[config.mk]
export PLATFORM = sky130hd
export DESIGN_NAME = reg_bank_onehot
export DESIGN_NICKNAME = d
export VERILOG_FILES = /design/src/rtl/reg_bank_onehot.sv
export SDC_FILE = /design/constraint.sdc
export NUM_CORES = 1
export LEC_CHECK = 0
export CAP_MARGIN = 10
export CORE_UTILIZATION = 55
export CTS_CLUSTER_DIAMETER = 60
export DETAILED_ROUTE_END_ITERATION = 16
export HOLD_SLACK_MARGIN = 0.02
export PLACE_DENSITY = 0.83
export SYNTH_ARGS = -nofsm -noshare
export SYNTH_HDL_FRONTEND = slang
export SYNTH_SLANG_ARGS = --single-unit
[constraint.sdc]
create_clock -name clk -period 2.11 [get_ports clk]
set_clock_uncertainty 0.15 [all_clocks]
set_input_delay 0.211 -clock clk [delete_from_list [all_inputs] [get_ports clk]]
set_output_delay 0.211 -clock clk [all_outputs]
set_load 0.01 [all_outputs]
[src/rtl/reg_bank_onehot.sv]
// Eight-entry register bank addressed by a one-hot read/write select vector, with sticky select-error tracking.
// Latency: a read returns dout one clock after the select; writes land at the select edge.
// Backpressure: none; one decision per cycle, and dout_vld pulses for each legal read.
module reg_bank_onehot #(
    parameter int DW   = 16,
    parameter int NREG = 8
) (
    input  logic              clk,
    input  logic              rst_n,
    input  logic              en,
    input  logic [2*NREG-1:0] sel,
    input  logic [DW-1:0]     din,
    output logic [DW-1:0]     dout,
    output logic              dout_vld,
    output logic              dout_init,
    output logic [NREG-1:0]   wr_map,
    output logic              err,
    input  logic              err_clr,
    output logic [3:0]        err_cnt
);

    localparam int IW = (NREG > 1) ? $clog2(NREG) : 1;

    typedef enum logic [1:0] {
        IDLE,
        RD,
        WR,
        ERR
    } state_t;

    state_t          state;
    state_t          state_nxt;
    logic [DW-1:0]   regs [NREG];
    logic            sel_ok;
    logic            sel_bad;
    logic [IW-1:0]   idx;

    // Each register k owns the pair sel[2N-1-2k] (read) and sel[2N-2-2k] (write).
    always_comb begin
        sel_ok  = en && $onehot(sel);
        sel_bad = en && !$onehot(sel);
        idx     = '0;
        for (int k = 0; k < NREG; k++) begin
            if (sel[2*NREG-1-2*k] || sel[2*NREG-2-2*k]) begin
                idx = IW'(k);
            end
        end
        state_nxt = IDLE;
        if (sel_bad) begin
            state_nxt = ERR;
        end else if (sel_ok) begin
            state_nxt = (sel[2*NREG-1-2*int'(idx)]) ? RD : WR;
        end
    end

    always_ff @(posedge clk or negedge rst_n) begin
        if (!rst_n) begin
            state     <= IDLE;
            dout      <= '0;
            dout_init <= 1'b0;
            wr_map    <= '0;
            err       <= 1'b0;
            err_cnt   <= 4'd0;
            for (int k = 0; k < NREG; k++) begin
                regs[k] <= '0;
            end
        end else begin
            state <= state_nxt;
            case (state_nxt)
                RD: begin
                    dout      <= regs[idx];
                    dout_init <= wr_map[idx];
                end
                WR: begin
                    regs[idx]   <= din;
                    wr_map[idx] <= 1'b1;
                end
                default: ;
            endcase
            // A malformed select in the same cycle as err_clr restarts the count at one.
            if (sel_bad) begin
                err <= 1'b1;
                if (err_clr) begin
                    err_cnt <= 4'd1;
                end else if (err_cnt != 4'd15) begin
                    err_cnt <= err_cnt + 4'd1;
                end
            end else if (err_clr) begin
                err     <= 1'b0;
                err_cnt <= 4'd0;
            end
        end
    end

    assign dout_vld = (state == RD);

    sel_known_a: assert property (@(posedge clk) disable iff (!rst_n) en |-> !$isunknown(sel));

endmodule

==> results.md <==
- Synth Area in XOR/XNOR: less than 1%
- Min Hold Slack: between 0.1 and 0.15 ns
- WL/cell: around 26 µm
- Final Cell Area: roughly 11,000 µm²
- First-pass GRT wire length: 34,710 µm
- FMAX: 208.1 MHz
- Post-place instance area: 9341 µm²
- Placer Congestion: slightly below 0.9
- Period minus WS final: around 4.8 ns
- Via density: between 6 and 7
- Peak VDD IR: around 700 µV
- Async SR Flop Fraction: 100.0%
- CTS buffer count: 17
- Most Crowded Layer GR: met2
- GR Util met2: around 55%
- Adder-Cell Fraction of Synth Area: under 10%
- Fin nets: between 800 and 900
- Largest net degree at the start of global routing: between 40 and 50
- Final hold vios: 0
- DPL Wire Length: about 13,000 µm
- Status: complete, but fails checks
- Die Y: between 100 and 150 µm
- Leakage: ~5 nW
- Worst Setup Start Kind: input port
- Worst-Margin Slew: roughly 0.49 ns
- Kind of critical path: in2reg
- Slew HR: between 60% and 70%
- Inst Count DP: roughly 910
- #FFs+latches synth: 160
- Post-synth top area share: between 50% and 60%
- Input/output buffers: between 60 and 70
- Syn Nets: roughly 660
- Crit path DAT: approximately 5.0 ns
- Area of the multi-input gates: 3704 µm²
- RSZ-0062 raised after global routing: yes
- Core Area: around 13,000 µm²
- Min-delay worst type: in2async
- Max clock buf depth: 2
- Critical Path Max Stage Delay: between 0.5 and 0.6 ns
- Setup WS post-layout: -2.695 ns
- Most common cell on crit path: fa_1
- Max Slew Vio Count: 0
- Gate count of the mapped netlist: ~610
- CTS tree: yes
- Final setup fails: 160
- Die width: 119.7 µm
- Most common cell after layout, fill and taps aside: dfrtp_1
- Initial antenna violation count: 0
- Worst-path cell chain: buf_8 -> inv_6 -> fa_1 -> inv_1 -> fa_1 -> fa_1 -> inv_2 -> fa_1 -> inv_2 -> ha_4 -> fa_1 -> or4b_4 -> nor2_4 -> nand3_4 -> buf_12 -> buf_6 -> nand3b_1 -> buf_6 -> mux2_4
- Met3 Use GR: 7.937%
- Number of max-cap violations: 0
- Post-synthesis cell area: about 7600 µm²
- Synth area leader: dfrtp_1
- Vias in the first global route: between 6k and 7k
- Post-synth EDFFs: 0
- Antenna violation net count after detailed routing: 0
- Root Buffer: clkbuf_16
- Row count: 42
- Critical path peak fanout: 6
- Die area: roughly 14,000 µm²
- WP data required: 2.28 ns
- Post-synthesis compound-gate area fraction: a little under an eighth
- Storage element area: 4004 µm²
- Via count: 6,427
- Largest family of logic cells by synthesized area: multiplexers
- Slowest CP cell: fa_1
- PwrDens: about 980 nW/µm²
- CTS sink count: 160
- Met1 Track Usage GR: roughly two fifths
- Ys Warns: 0
- Mux share of post-synthesis cell area: about a fifth
- Initial core utilization: 56.88%
- DRC errors left: 0
- Area delta synth->final: 38.51%
- Clock-pin slew on the worst setup and hold paths: roughly 0.06 ns
- Total track usage: between 30 and 40%
- Seq/Total Area, Yosys: a little over half
- Ant diodes: 0
- DR iter-0 viols: around 620
- Fillers: approximately 700
- Final Non-Filler Cells: between 900 and 1k
- Top FF cell, synth: dfrtp_1
- Final wirelength: approximately 25,000 µm
- Violated checks: setup timing
- CP endpoint kind: register
- Synth cell types: 52
- Most frequent cells in the layout: dfrtp_1, buf_4, mux2_4, mux2_2, clkdlybuf4s50_1
- Insertion delay to the later sink of the worst-skew pair: 0.45 ns
- Simple-Gate Fraction of Synth Area: between 8 and 9%
- Final Cycle Share: 227.7%
- Total global routing overflow: 0
- Layout cells sized above 1: between 40% and 50%
- Post-Syn Area per Cell: 12.54 µm²
- Ports: 67
- First-pass iteration count of the detailed router: 7
- Ranking of synthesized cells by area: dfrtp_1, mux2_2, fa_1
- H-tree depth: 4
-- stage by stage --
| step | total power, mW | worst slack [ns] | util [%] | setup TNS [ns] |
|---|---|---|---|---|
| 4_1_cts | 10.07 | -2.759 | 76.02 | -416.15 |
| 6_report | 10.37 | -2.695 | 78.79 | -406.69 |
| 3_3_place_gp | 6.421 | -3.380 | 69.71 | -514.08 |
| 3_5_place_dp | 6.582 | -3.556 | 69.71 | -534.60 |
| 2_1_floorplan | 5.354 | -2.807 | - | -416.01 |
| 5_1_grt | 10.71 | -2.765 | 78.79 | -419.76 |
-- flip-flops by register name, summed over array words and instances (netlist names) --
signal	count
err	1
err_cnt	4
dout_init	1
wr_map	8
state	2
dout	16
regs	128
-- critical path, delay by kind of cell --
family	cells	cell delay (ns)
adder cells (fa/ha/maj)	6	2.63
AND/OR/NAND/NOR	4	1.07
buffers and inverters	8	0.75
multiplexers	1	0.30
-- routing by layer --
| layer | vias to the layer above | share of wire [%] |
|---|---|---|
| li1 | 2571 | - |
| met1 | 3203 | 36 |
| met2 | 506 | 48 |
| met3 | 147 | 9.0 |
| met4 | 0 | 6.7 |
| met5 | - | 0 |
-- cells in the mapped netlist, drive strengths merged (2+ instances only) --
cell       n
a222oi     3
inv       29
mux2     130
or3        3
mux2i      6
or2        5
o211ai     2
o22a       7
nor3       3
a211oi     5
and2       6
nor4       2
and3      13
a22oi     11
ha         7
o21ai     28
nand3      4
fa        10
nor2      28
a31o       2
nor2b      6
dfrtp    160
buf       15
a31oi     12
a21oi     23
nand2b     4
nand2     30
o2bb2ai    2
a41oi      3
clkbuf    17
a221oi    17
a22o       3
-- repair_timing --
action / 4_1_cts / 5_1_grt
gates resized for setup: 70 / 39
hold buffers: 1 / 0
endpoints found under the setup margin: 160 / 160
cloned: 2 / 6
buffers inserted: 7 / 14
pin swaps: 12 / 12
endpoints found under the hold margin: 160 / 0
-- path summary, 6_finish.rpt --
kind                       startpoint          to  slack (ns)  depth (start not counted)
min                             rst_n  err_cnt[2]        0.13                          2
max reg2reg                err_cnt[0]  err_cnt[0]        0.47                          6
max                            sel[5]    regs[93]       -2.69                         19
min in group clk              err_clr  err_cnt[2]        0.29                          2
min reg2reg                 regs[120]   regs[120]        0.35                          1
max in group asynchronous       rst_n    regs[32]        1.04                          3
-- final cells by class --
type	instances	share of cell area (%)
clock inverter	13	1.766
multi-input combinational	387	35.08
timing repair buffer	184	17.87
tap	176	2.086
clock buffer	19	4.195
sequential	160	37.92
inverter	29	1.078
-- power breakdown --
group	leakage [nW]	internal, mW	switching [mW]	total [mW]
Combinational	2.54	1.71	1.36	3.06
Clock	0.296	2.01	1.32	3.33
Sequential	2.17	3.59	0.386	3.98
-- cell families after synthesis --
family / count (synthesis)
flip-flops: 160
buffers and inverters: 61
multiplexers: 136
adder cells (fa/ha/maj): 17
XOR/XNOR: 1
AND/OR/NAND/NOR: 109
AO/OA/AOI/OAI: 124
Power figures use the tool's default switching activity.
